--- config.mk ---
export PLATFORM = sky130hd
export DESIGN_NAME = change_dispense_ctrl_flat
export DESIGN_NICKNAME = d
export VERILOG_FILES = /design/src/rtl/change_dispense_ctrl_pkg.sv /design/src/rtl/change_dispense_ctrl_if.sv /design/src/rtl/change_dispense_ctrl_planner.sv /design/src/rtl/change_dispense_ctrl.sv /design/src/flat_wrapper.sv
export SDC_FILE = /design/constraint.sdc
export NUM_CORES = 1
export LEC_CHECK = 0
export ABC_CLOCK_PERIOD_IN_PS = 5200
export BUFFER_PORTS_ARGS = -buffer_cell sky130_fd_sc_hd__buf_2
export CAP_MARGIN = 20
export CORE_AREA = 2 2 70 72
export DETAILED_ROUTE_END_ITERATION = 10
export DIE_AREA = 0 0 72 74
export PLACE_DENSITY_LB_ADDON = 0.1
export SYNTH_ARGS = -nofsm -noshare
export SYNTH_HDL_FRONTEND = slang
export SYNTH_SLANG_ARGS = --single-unit
--- constraint.sdc ---
create_clock -name clock -period 5.2 [get_ports clock]
set_clock_uncertainty 0.15 [all_clocks]
set_input_delay 0.26 -clock clock [delete_from_list [all_inputs] [get_ports clock]]
set_output_delay 0.26 -clock clock [all_outputs]
set_load 0.02 [all_outputs]
--- src/rtl/change_dispense_ctrl_pkg.sv ---
// Shared types and helpers for the change dispense controller: coin encoding,
// FSM states, inventory record and the greedy single-coin pick rule.
package change_pkg;
  localparam int MAX_COINS = 2;
  localparam int INV_W     = 2;

  typedef enum logic [2:0] {
    NONE     = 3'd0,
    CIRCLE   = 3'd1,
    TRIANGLE = 3'd3,
    PENTAGON = 3'd5
  } coin_t;

  typedef enum logic [2:0] {IDLE, EVAL, COIN1, COIN2, DONE} state_t;

  typedef struct packed {
    logic [INV_W-1:0] p;
    logic [INV_W-1:0] t;
    logic [INV_W-1:0] c;
  } inv_t;

  localparam logic [INV_W-1:0] INV_ONE = 1;

  // Largest coin that fits the amount still owed and is actually in stock.
  function automatic coin_t pick(input logic [3:0] rem, input inv_t s);
    if (rem >= 4'd5 && s.p != '0)      return PENTAGON;
    else if (rem >= 4'd3 && s.t != '0) return TRIANGLE;
    else if (rem >= 4'd1 && s.c != '0) return CIRCLE;
    else                               return NONE;
  endfunction

  function automatic inv_t debit(input inv_t s, input coin_t coin);
    inv_t r;
    r = s;
    case (coin)
      PENTAGON: r.p = s.p - INV_ONE;
      TRIANGLE: r.t = s.t - INV_ONE;
      CIRCLE:   r.c = s.c - INV_ONE;
      default:  r = s;
    endcase
    return r;
  endfunction
endpackage

--- src/rtl/change_dispense_ctrl_if.sv ---
// Transaction, restock, dispenser handshake and status bundle of the controller.
interface change_dispense_ctrl_if;
  import change_pkg::*;

  logic             start;
  logic [3:0]       cost;
  logic [3:0]       paid;
  logic             load_inv;
  logic [INV_W-1:0] load_p, load_t, load_c;
  logic             disp_ready;
  logic             disp_valid;
  coin_t            disp_coin;
  logic             busy;
  logic             done;
  logic             exact_amount;
  logic             cough_up_more;
  logic             not_enough_change;
  logic [3:0]       remaining;
  logic [INV_W-1:0] inv_p, inv_t, inv_c;

  modport master (
    output start, cost, paid, load_inv, load_p, load_t, load_c, disp_ready,
    input  disp_valid, disp_coin, busy, done, exact_amount, cough_up_more,
           not_enough_change, remaining, inv_p, inv_t, inv_c
  );

  modport slave (
    input  start, cost, paid, load_inv, load_p, load_t, load_c, disp_ready,
    output disp_valid, disp_coin, busy, done, exact_amount, cough_up_more,
           not_enough_change, remaining, inv_p, inv_t, inv_c
  );
endinterface

--- src/rtl/change_dispense_ctrl_planner.sv ---
// Two-coin greedy change plan against current stock; the second pick sees
// the stock already reduced by the first coin.
module coin_planner
  import change_pkg::*;
(
  input  logic [3:0] change,
  input  inv_t       stock,
  output coin_t      coin1,
  output coin_t      coin2,
  output logic [3:0] remaining
);
  logic [3:0] rem1;
  inv_t       stock2;

  always_comb begin
    coin1     = pick(change, stock);
    rem1      = change - 4'(coin1);
    stock2    = debit(stock, coin1);
    coin2     = pick(rem1, stock2);
    remaining = rem1 - 4'(coin2);
  end
endmodule

--- src/rtl/change_dispense_ctrl.sv ---
// Change dispense transaction FSM: latch cost/paid, plan coins, hand them to
// the dispenser over valid/ready, debit inventory per accepted coin.
module change_dispense_ctrl
  import change_pkg::*;
(
  input logic                   clock,
  input logic                   reset_n,
  change_dispense_ctrl_if.slave bus
);
  state_t     state;
  logic [3:0] cost_q, paid_q;
  coin_t      plan2;
  inv_t       inv;

  logic [3:0] change;
  coin_t      c1, c2;
  logic [3:0] rem;

  assign change = paid_q - cost_q;

  coin_planner u_planner (
    .change    (change),
    .stock     (inv),
    .coin1     (c1),
    .coin2     (c2),
    .remaining (rem)
  );

  assign bus.inv_p = inv.p;
  assign bus.inv_t = inv.t;
  assign bus.inv_c = inv.c;

  always_ff @(posedge clock or negedge reset_n) begin
    if (!reset_n) begin
      state                 <= IDLE;
      cost_q                <= '0;
      paid_q                <= '0;
      plan2                 <= NONE;
      inv                   <= '0;
      bus.disp_valid        <= 1'b0;
      bus.disp_coin         <= NONE;
      bus.busy              <= 1'b0;
      bus.done              <= 1'b0;
      bus.exact_amount      <= 1'b0;
      bus.cough_up_more     <= 1'b0;
      bus.not_enough_change <= 1'b0;
      bus.remaining         <= '0;
    end else begin
      bus.done <= 1'b0;
      case (state)
        IDLE: begin
          // Restock takes priority; a coincident start is dropped.
          if (bus.load_inv) begin
            inv <= '{p: bus.load_p, t: bus.load_t, c: bus.load_c};
          end else if (bus.start) begin
            cost_q                <= bus.cost;
            paid_q                <= bus.paid;
            bus.exact_amount      <= 1'b0;
            bus.cough_up_more     <= 1'b0;
            bus.not_enough_change <= 1'b0;
            bus.remaining         <= '0;
            bus.busy              <= 1'b1;
            state                 <= EVAL;
          end
        end
        EVAL: begin
          if (paid_q < cost_q) begin
            bus.cough_up_more <= 1'b1;
            bus.done          <= 1'b1;
            state             <= DONE;
          end else if (paid_q == cost_q) begin
            bus.exact_amount <= (paid_q != '0);
            bus.done         <= 1'b1;
            state            <= DONE;
          end else begin
            plan2                 <= c2;
            bus.remaining         <= rem;
            bus.not_enough_change <= (rem != '0);
            if (c1 != NONE) begin
              bus.disp_valid <= 1'b1;
              bus.disp_coin  <= c1;
              state          <= COIN1;
            end else begin
              bus.done <= 1'b1;
              state    <= DONE;
            end
          end
        end
        COIN1: begin
          if (bus.disp_ready) begin
            inv <= debit(inv, bus.disp_coin);
            if (plan2 != NONE) begin
              bus.disp_coin <= plan2;
              state         <= COIN2;
            end else begin
              bus.disp_valid <= 1'b0;
              bus.disp_coin  <= NONE;
              bus.done       <= 1'b1;
              state          <= DONE;
            end
          end
        end
        COIN2: begin
          if (bus.disp_ready) begin
            inv            <= debit(inv, bus.disp_coin);
            bus.disp_valid <= 1'b0;
            bus.disp_coin  <= NONE;
            bus.done       <= 1'b1;
            state          <= DONE;
          end
        end
        DONE: begin
          bus.busy <= 1'b0;
          state    <= IDLE;
        end
        default: state <= IDLE;
      endcase
    end
  end
endmodule

--- src/flat_wrapper.sv ---
// flat-port wrapper written by rule: the top's interface ports become plain ports
module change_dispense_ctrl_flat import change_pkg::*;
  (clock, reset_n, bus_start, bus_cost, bus_paid, bus_load_inv, bus_load_p, bus_load_t, bus_load_c, bus_disp_ready, bus_disp_valid, bus_disp_coin, bus_busy, bus_done, bus_exact_amount, bus_cough_up_more, bus_not_enough_change, bus_remaining, bus_inv_p, bus_inv_t, bus_inv_c);
  change_dispense_ctrl_if bus_i ();
  input logic clock;
  input logic reset_n;
  input wire logic [$bits(bus_i.start)-1:0] bus_start;
  input wire logic [$bits(bus_i.cost)-1:0] bus_cost;
  input wire logic [$bits(bus_i.paid)-1:0] bus_paid;
  input wire logic [$bits(bus_i.load_inv)-1:0] bus_load_inv;
  input wire logic [$bits(bus_i.load_p)-1:0] bus_load_p;
  input wire logic [$bits(bus_i.load_t)-1:0] bus_load_t;
  input wire logic [$bits(bus_i.load_c)-1:0] bus_load_c;
  input wire logic [$bits(bus_i.disp_ready)-1:0] bus_disp_ready;
  output wire logic [$bits(bus_i.disp_valid)-1:0] bus_disp_valid;
  output wire logic [$bits(bus_i.disp_coin)-1:0] bus_disp_coin;
  output wire logic [$bits(bus_i.busy)-1:0] bus_busy;
  output wire logic [$bits(bus_i.done)-1:0] bus_done;
  output wire logic [$bits(bus_i.exact_amount)-1:0] bus_exact_amount;
  output wire logic [$bits(bus_i.cough_up_more)-1:0] bus_cough_up_more;
  output wire logic [$bits(bus_i.not_enough_change)-1:0] bus_not_enough_change;
  output wire logic [$bits(bus_i.remaining)-1:0] bus_remaining;
  output wire logic [$bits(bus_i.inv_p)-1:0] bus_inv_p;
  output wire logic [$bits(bus_i.inv_t)-1:0] bus_inv_t;
  output wire logic [$bits(bus_i.inv_c)-1:0] bus_inv_c;
  assign bus_i.start = bus_start;
  assign bus_i.cost = bus_cost;
  assign bus_i.paid = bus_paid;
  assign bus_i.load_inv = bus_load_inv;
  assign bus_i.load_p = bus_load_p;
  assign bus_i.load_t = bus_load_t;
  assign bus_i.load_c = bus_load_c;
  assign bus_i.disp_ready = bus_disp_ready;
  assign bus_disp_valid = bus_i.disp_valid;
  assign bus_disp_coin = bus_i.disp_coin;
  assign bus_busy = bus_i.busy;
  assign bus_done = bus_i.done;
  assign bus_exact_amount = bus_i.exact_amount;
  assign bus_cough_up_more = bus_i.cough_up_more;
  assign bus_not_enough_change = bus_i.not_enough_change;
  assign bus_remaining = bus_i.remaining;
  assign bus_inv_p = bus_i.inv_p;
  assign bus_inv_t = bus_i.inv_t;
  assign bus_inv_c = bus_i.inv_c;
  change_dispense_ctrl u_core (.clock(clock), .reset_n(reset_n), .bus(bus_i));
endmodule
# After elaboration in Yosys (flattened, before gate mapping)
# Cells that the tools add are included.
# word_totals
inputBits,19
ramBits,0
output_inout_bits,19
latchBits,0
rom_bits,0
reg_bits,33
memories,0
# classes
div,0
n_reduce_logical,34
n_eq_ne,26
n_bitwise,3
n_lt_le_gt_ge,7
shifts,0
n_addsub,6
muxes,63
n_mul,0
# ops
op,count
$mux W3,16
$mux W1,23
$reduce_and A4 Y1,5
$reduce_bool A2 Y1,9
$mux W2,8
$mux W4,4
$ne A2 B2 Y1 const B,8
$ne A2 B1 Y1 const B,7
$eq A3 B2 Y1 const B,4
$mux W6,2
$pmux W3 S4,1
$pmux W6 S2,1
$reduce_and A5 Y1,2
$eq A3 B1 Y1 const B,3
$eq A3 B3 Y1 const B,3
$pmux W3 S3,1
$reduce_and A3 Y1,3
$reduce_bool A3 Y1,3
$ge A4 B1 Y1 const B,2
$ge A4 B2 Y1 const B,2
$ge A4 B3 Y1 const B,2
$pmux W1 S2,4
$pmux W4 S2,1
$reduce_bool A4 Y1,2
12 further kinds,23

# Logic depth before layout (Yosys ltp)
# Gate-level depths: netlist (run 1).
# logic_depth
depth_word,18
ltp_mapped,24
ltp_nobuf,24

# By module
# From an unflattened synthesis (run 1), not the netlist that was laid out.
# unflattened
hier_cells,252
area_unflattened_um2,2257.2
# modules_own_cells
module,cells_per_inst,seq_area_each_um2,n_inst,area_per_inst_um2
change_dispense_ctrl,180,825.8,1,1727.9
coin_planner,72,0.0,1,529.3

# Worst setup path after synthesis (run 1)
# Ideal clock, no wire load.
# synth_path
path_type,register to register
startpoint,register u_core.paid_q[0]
endpoint,register u_core.bus.not_enough_change
slack_ns,0.241
required_time_ns,4.932
path_stages_with_launch,25
synth_period_minus_slack_ns,4.959
setup_ns,0.118
arrival_time_ns,4.691
cell_sequence,dfrtp_1 -> inv_1 -> ha_1 -> inv_1 -> fa_1 -> xnor2_1 -> inv_1 -> nor3_1 -> nand2_1 -> a31oi_1 -> inv_1 -> ha_1 -> fa_1 -> xnor2_1 -> a211o_1 -> a21oi_1 -> a2111oi_0 -> and2_1 -> inv_1 -> ha_1 -> a21o_1 -> a21oi_1 -> xnor2_1 -> a41oi_1 -> a21o_1
# synth_between
word_cells_on_any_way,39
classes_between,add/sub: 3; order compare: 7; eq/ne: 6; mux: 12; reduce/logical: 11
# synth_rtl
element,line_no,rtl
start: declaration,change_dispense_ctrl.sv:11,"logic [3:0] cost_q, paid_q;"
start signal: assignment,change_dispense_ctrl.sv:57,paid_q <= bus.paid;
$sub A4 B4 Y4 *,change_dispense_ctrl.sv:19,assign change = paid_q - cost_q;
branches (longest 10 deep; another with $ge A4 B1 Y1),n/a,
$mux W3 *,change_dispense_ctrl_pkg.sv:26,if (rem >= 4'd5 && s.p != '0) return PENTAGON;
net u_core.c2[1],change_dispense_ctrl.sv:16,"coin_t c1, c2;"
$sub A4 B3 Y4 *,change_dispense_ctrl_planner.sv:20,remaining = rem1 - 4'(coin2);
$reduce_bool A4 Y1 *,change_dispense_ctrl.sv:78,bus.not_enough_change <= (rem != '0);
$mux W1 *,change_dispense_ctrl.sv:71,end else if (paid_q == cost_q) begin
$mux W1 *,change_dispense_ctrl.sv:67,if (paid_q < cost_q) begin
$pmux W1 S2 *,change_dispense_ctrl.sv:50,case (state)
end signal: assignment,change_dispense_ctrl.sv:78,
end: declaration,change_dispense_ctrl_if.sv:30,"not_enough_change, remaining, inv_p, inv_t, inv_c"
# Mark *: on every way through the listed nets, which the timed path passes. The select of a mux whose other input is x is not followed.
# A chain may end at the register's enable or synchronous reset.

# Worst setup path in the final report (run 1)
# layout_path
startpoint,register u_core.paid_q[0]
endpoint,register u_core.bus.not_enough_change
# layout_between
elab_chain_len,18
word_cells_on_any_way,39
classes_between,add/sub: 3; order compare: 7; eq/ne: 6; mux: 12; reduce/logical: 11
# layout_rtl
element,line_no
$sub A4 B4 Y4 *,change_dispense_ctrl.sv:19
branches (longest 11 deep; another with $ge A4 B1 Y1),n/a
$mux W3 *,change_dispense_ctrl_pkg.sv:26
net u_core.c2[0],change_dispense_ctrl.sv:16
$sub A4 B3 Y4 *,change_dispense_ctrl_planner.sv:20
$reduce_bool A4 Y1 *,change_dispense_ctrl.sv:78
$mux W1 *,change_dispense_ctrl.sv:71
$mux W1 *,change_dispense_ctrl.sv:67
$pmux W1 S2 *,change_dispense_ctrl.sv:50
# Marked as above.

==> flow_summary_export.csv, run 1 <==
group,metric,value,unit
outcome,status,"finished clean",
clocking,htreeDepth,2,
die,initial_core_util,0.484,
worst_setup_path,rr_startpoint,"u_core.paid_q[0]$_DFFE_PN0P_",
clocking,tritoncts,"built",
sta,tightestPinTransition,0.815,ns
sta,max_freq,201,MHz
synthesis,synth_top_area_share,0.371,
min_path,holdCritStartpoint,"bus_cost[1]",
cells_and_area,syn2layout_area_growth,20.1,%
sta,timing.final.crit_period,4.98,ns
worst_setup_path,criticalPathCategory,"reg -> reg",
synthesis,syn_nets,277,
global_route,antenna_found_initial,0,
worst_setup_path,crit_start,"u_core.paid_q[0]$_DFFE_PN0P_",
worst_setup_path,critPathMaxFanout,5,
detailed_routing,vias,1895,
worst_setup_path,cp.required,5.22,ns
global_route,grt_usage,0.205,
global_route,first_global_vias,1788,
worst_setup_path,arrival,5.00,ns
synthesis,synth_edf_count,0,
sta,max_slew_margin,0.455,
detailed_routing,drtIter0Drc,98,
synthesis,synth_area_leaders,"dfrtp_1, ha_1, mux2_2",
synthesis,synth-main-ff-cell,"dfrtp_1",
worst_setup_path,cp-end-kind,"flip-flop",
die,io_pins,38,
min_path,hold_class,"in -> reg",
cells_and_area,drive_above_1_share,0.269,
placed_design,dp_hpwl,4010,um
clocking,cts.sinks,33,
cells_and_area,nNetsFinal,324,
global_route,grt_pass1_wl,8390,um
detailed_routing,drc,0,
clocking,clock-root-buffer,"clkbuf_8",
detailed_routing,post_drt_via_cell_ratio,5.51,
detailed_routing,ant_nets,0,
sta,slew_viol_final,0,
global_route,grt_max_degree,34,
placed_design,gp_congestion,0.798,
die,die_area,0.00533,mm2
worst_setup_path,startpoint_type,"flip-flop",
clocking,cts_made_buffers,5,
synthesis,syn_area,0.00223,mm2
placed_design,io_buffer_count,37,
die,coreArea,0.00460,mm2
sta,whs,0.0557,ns
sta,fin_ws,0.224,ns
synthesis,syn_area_per_cell,9.20,um2
clocking,cts.clk_slew.worst_paths,0.07,ns
die,rows,25,
detailed_routing,wl_per_cell,15.0,um
sta,finalHoldViolCount,0,
cells_and_area,antenna-diode-count,0,
clocking,clk_path_buf_depth,2,
detailed_routing,first_pass_iters,4,
die,fp.dieH,74,um
detailed_routing,drt_wl_total,5150,um
synthesis,synth_cells,242,
synthesis,yosys.area.top_type,"dfrtp_1",
synthesis,synthArstFlopShare,1.00,
synthesis,ys_ff_latch,33,
global_route,overflow,0,
run,maxCapViolCount,0,
sta,post-route-period-util,0.957,
synthesis,yosysUniqueCellTypes,51,
placed_design,dpl_worst_slack,-0.0196,ns
sta,setup_viol,0,
synthesis,seq_area_frac_synth,0.371,
clocking,clkLatencyLatePin,0.28,ns
die,die_w,72,um
synthesis,synth_warnings,0,
==> registers in the layout, summed over array words and instances (netlist names) <==
| register | count |
|---|---|
| u_core.bus.disp_coin | 3 |
| u_core.plan2 | 3 |
| u_core.bus.remaining | 4 |
| u_core.cost_q | 4 |
| u_core.state | 3 |
| u_core.bus.disp_valid | 1 |
| u_core.bus.cough_up_more | 1 |
| u_core.bus.inv_t | 2 |
| u_core.paid_q | 4 |
| u_core.bus.inv_c | 2 |
| u_core.bus.done | 1 |
| u_core.bus.busy | 1 |
| u_core.bus.not_enough_change | 1 |
| u_core.bus.exact_amount | 1 |
| u_core.bus.inv_p | 2 |
==> through the flow <==
step	area (um2)	setup TNS, ns	utilization	std cells
floorplan	2230	0	-	242
global placement	2500	0	0.543	334
detailed placement	2500	-0.0196	0.543	334
CTS	2630	0	0.572	343
global route	2670	-0.0234	0.581	344
finish	2670	0	0.581	344
==> final timing paths <==
kind	cells past startpoint	endpoint	slack [ns]
worst max-delay path	22	u_core.bus.not_enough_change$_DFFE_PN0P_	0.22
min in group asynchronous	2	u_core.cost_q[1]$_DFFE_PN0P_	0.44
max in group asynchronous	2	u_core.bus.disp_coin[2]$_DFFE_PN0P_	3.97
worst max register to register	22	u_core.bus.not_enough_change$_DFFE_PN0P_	0.22
worst min register to register	1	u_core.bus.not_enough_change$_DFFE_PN0P_	0.32
worst min-delay path	2	u_core.cost_q[1]$_DFFE_PN0P_	0.06
==> synthesized netlist by cell type (all sizes together), types with 4 or more instances <==
cell type  count
a21o           8
a21oi          9
clkbuf         4
dfrtp         33
ha            13
inv           22
mux2          14
nand2         25
nor2          14
nor2b          8
nor3           5
o211ai         5
o21ai         21
xnor2          7
==> placed cells by master, fill, tap and decap left out, types with 4 or more instances in the layout <==
cell and count:
dfrtp_1 33, nor2_1 14, o21ai_0 20, ha_1 13, a21oi_1 9, xnor2_1 4, mux2_2 13, buf_2 37
nor2b_1 8, nor3_1 4, a21o_1 7, buf_4 7, nand2_1 25, inv_1 22, clkbuf_8 6, o211ai_1 5
==> cells by family (layout without fill, tap and decap cells) <==
| family | after synthesis | after routing | share of synthesized area |
|---|---|---|---|
| flip-flops | 33 | 33 | 0.371 |
| multiplexers | 15 | 15 | 0.0770 |
| adder cells (fa/ha/maj) | 16 | 16 | 0.100 |
| AND/OR/NAND/NOR | 78 | 78 | 0.176 |
| buffers and inverters | 27 | 75 | 0.0489 |
| AO/OA/AOI/OAI | 64 | 64 | 0.188 |
| XOR/XNOR | 9 | 9 | 0.0388 |
==> final cells by class <==
type	instances	area, um2
well taps	54	67.6
clock inverters	1	30.0
multi-input cells	182	1330
inverters	22	82.6
fillers	430	1920
repair buffers	45	248
flip-flops and latches	33	826
clock buffers	7	86.3
==> per-layer routing <==
layer,share of wire,global-route usage
met1,0.46,0.272
met3,0.045,0.0461
met5,0,0
met2,0.48,0.346
met4,0.0083,0.0461
==> worst max-delay path, cell delays in order, from the launching register on <==
cell	delay, ns
dfrtp_1	0.39
inv_1	0.06
ha_1	0.16
inv_1	0.06
fa_2	0.45
xnor2_2	0.20
buf_4	0.15
o22ai_1	0.07
a22o_2	0.23
a31oi_1	0.18
inv_1	0.06
ha_1	0.20
fa_1	0.41
xnor2_2	0.17
buf_4	0.15
or2_2	0.28
o221ai_1	0.17
nand3b_1	0.17
ha_1	0.26
fa_1	0.44
xor2_2	0.16
a41oi_1	0.14
a21o_1	0.17
==> timing repair <==
item	CTS	global route
hold endpoints to repair	33	0
resized for setup	1	7
hold buffers	1	0
endpoints found under the setup margin	1	3
pin swaps	0	1
setup buffers	0	1
Power of run 1 is not shown: default switching activity piles up to over one toggle a cycle in this logic, so the estimate is an artifact.
==> run 2, diff against run 1 <==
--- a/config.mk
+++ b/config.mk
@@ -6,11 +6,11 @@
 export NUM_CORES = 1
 export LEC_CHECK = 0
 export ABC_CLOCK_PERIOD_IN_PS = 5200
-export BUFFER_PORTS_ARGS = -buffer_cell sky130_fd_sc_hd__buf_2
 export CAP_MARGIN = 20
-export CORE_AREA = 2 2 70 72
+export CORE_AREA = 2 2 66 68
 export DETAILED_ROUTE_END_ITERATION = 10
-export DIE_AREA = 0 0 72 74
+export DIE_AREA = 0 0 68 70
+export DONT_BUFFER_PORTS = 1
 export PLACE_DENSITY_LB_ADDON = 0.1
 export SYNTH_ARGS = -nofsm -noshare
 export SYNTH_HDL_FRONTEND = slang
==> run 2 against run 1 <==
Compared with the run above: wire length is 3.6% lower; first-iteration DRC count down 27%; worst hold slack worse by 0.038 ns; final cell count decreased by 9.0%.
==> flow_summary_export.csv, run 2 (synthesized netlist as in run 1, its figures left out) <==
group,metric,value,unit
sta,max_freq,204,MHz
die,die_area,0.00476,mm2
worst_setup_path,arrival,4.91,ns
worst_setup_path,rr_startpoint,"u_core.paid_q[0]$_DFFE_PN0P_",
global_route,overflow,0,
clocking,tritoncts,"built",
placed_design,placed_cells,296,
worst_setup_path,r2r_cells,22,
placed_design,dp_hpwl,3760,um
global_route,grt_max_degree,34,
cells_and_area,layout_common_cells,"dfrtp_1, nand2_1, inv_1",
worst_setup_path,crit_start,"u_core.paid_q[0]$_DFFE_PN0P_",
cells_and_area,nNetsFinal,296,
sta,max_slew_margin,0.456,
sta,tightestPinTransition,0.815,ns
worst_setup_path,crit_top_cell,"inv_1",
sta,final.setup.tns,0,ns
detailed_routing,vias,1823,
die,coreArea,0.00414,mm2
detailed_routing,ant_nets,0,
worst_setup_path,criticalPathCategory,"reg -> reg",
sta,timing.final.crit_period,4.89,ns
detailed_routing,post_drt_via_cell_ratio,5.82,
clocking,htreeDepth,2,
outcome,status,"finished clean",
sta,rsz0062_at_grt,"no",
clocking,cts_made_buffers,5,
detailed_routing,wl_per_cell,15.9,um
detailed_routing,drc,0,
worst_setup_path,worst-path-stages,22,
global_route,antenna_found_initial,0,
global_route,grt_pass1_wl,8480,um
sta,slew_viol_final,0,
cells_and_area,syn2layout_area_growth,15.5,%
clocking,clock-root-buffer,"clkbuf_8",
die,rows,24,
worst_setup_path,cp-end-kind,"flip-flop",
sta,post-route-period-util,0.941,
clocking,cts.sinks,33,
die,fp.dieH,70,um
worst_setup_path,cp.buffers_inverters,4,
worst_setup_path,critPathMaxFanout,5,
worst_setup_path,crit_slowest_cell,"fa_1",
detailed_routing,first_pass_iters,4,
worst_setup_path,rrSetupSlack,0.31,ns
clocking,cts.clk_slew.worst_paths,0.07,ns
detailed_routing,drtIter0Drc,72,
global_route,first_global_vias,1849,
cells_and_area,drive_above_1_share,0.161,
sta,finalHoldViolCount,0,
placed_design,gp_congestion,0.914,
worst_setup_path,cp.required,5.22,ns
detailed_routing,drt_wl_total,4970,um
clocking,clk_path_buf_depth,2,
worst_setup_path,startpoint_type,"flip-flop",
die,die_w,68,um
run,maxCapViolCount,0,
cells_and_area,mostFrequentLayoutCell,"dfrtp_1",
cells_and_area,stdcell_count,313,
worst_setup_path,endpoint,"u_core.bus.not_enough_change$_DFFE_PN0P_",
die,io_pins,38,
placed_design,io_buffer_count,0,
worst_setup_path,path_cells,"inv_1, ha_1, inv_1, fa_2, xnor2_4, inv_1, nor3_2, nand2_1, a31oi_2, inv_1, ha_1, fa_1, nor2_1, a211o_1, a21oi_1, a2111oi_2, nand3b_1, ha_1, fa_1, xor2_1, a41oi_1, a21o_1",
sta,setup_viol,0,
cells_and_area,top_regs,"u_core.bus.remaining: 4 flops, u_core.cost_q: 4 flops, u_core.paid_q: 4 flops",
worst_setup_path,r2r_end,"u_core.bus.not_enough_change$_DFFE_PN0P_",
global_route,grt_usage,0.236,
clocking,cts_setup_buffers,0,
worst_setup_path,path_delay_family,"adder cells",
clocking,clkLatencyLatePin,0.28,ns
worst_setup_path,slowest_delay,0.53,ns
min_path,hold_class,"in -> reg",
die,initial_core_util,0.537,
cells_and_area,antenna-diode-count,0,
-- run 2: changes by cell type in the layout (fill, tap and decap cells not counted), sizes merged --
cell,delta
clkinvlp,+1
buf,-36
clkbuf,-1
dlygate4sd3,+8
bufinv,-1
-- run 2: repair_timing --
action	4_1_cts	5_1_grt
setup endpoints to repair	1	4
hold endpoints to repair	41	0
pin swaps	0	3
gates resized for setup	2	7
gates cloned	0	0
hold buffers	10	0
-- run 2: worst min-delay path by stage --
stage	to	cells past startpoint	startpoint
floorplan	u_core.bus.busy$_DFFE_PN0P_	0	reset_n
global placement	u_core.bus.inv_t[1]$_DFFE_PN0P_	0	reset_n
detailed placement	u_core.bus.inv_t[1]$_DFFE_PN0P_	0	reset_n
CTS	u_core.state[1]$_DFFE_PN0P_	2	bus_disp_ready
global route	u_core.state[1]$_DFFE_PN0P_	2	bus_disp_ready
finish	u_core.bus.inv_t[0]$_DFFE_PN0P_	2	bus_load_t[0]
-- run 2: cell type report --
type	count	area, um2
repair buffers	17	163
flip-flops and latches	33	826
fillers	381	1570
inverters	22	82.6
multi-input cells	182	1340
clock buffers	6	82.6
well taps	52	65.1
clock inverters	1	7.51
-- run 2: stage by stage --
| stage | hold WS, ns | util | area, um2 | setup WS (ns) |
|---|---|---|---|---|
| after floorplan | -0.186 | - | 2230 | 0.241 |
| after global placement | -0.184 | 0.559 | 2320 | 0.127 |
| after detailed placement | -0.184 | 0.559 | 2320 | -0.0631 |
| after CTS | 0.0200 | 0.611 | 2530 | 0.0533 |
| after global routing | 0.0226 | 0.620 | 2570 | 0.00843 |
| final | 0.0179 | 0.620 | 2570 | 0.309 |
-- run 2: layer usage --
metal	vias to the layer above	global-route usage	routed length (um)
li1	903	-	-
met1	868	0.317	2250
met2	42	0.369	2390
met3	10	0.0596	229
met4	0	0.0756	96
met5	-	0	0
Power of run 2 is left out for the same reason.
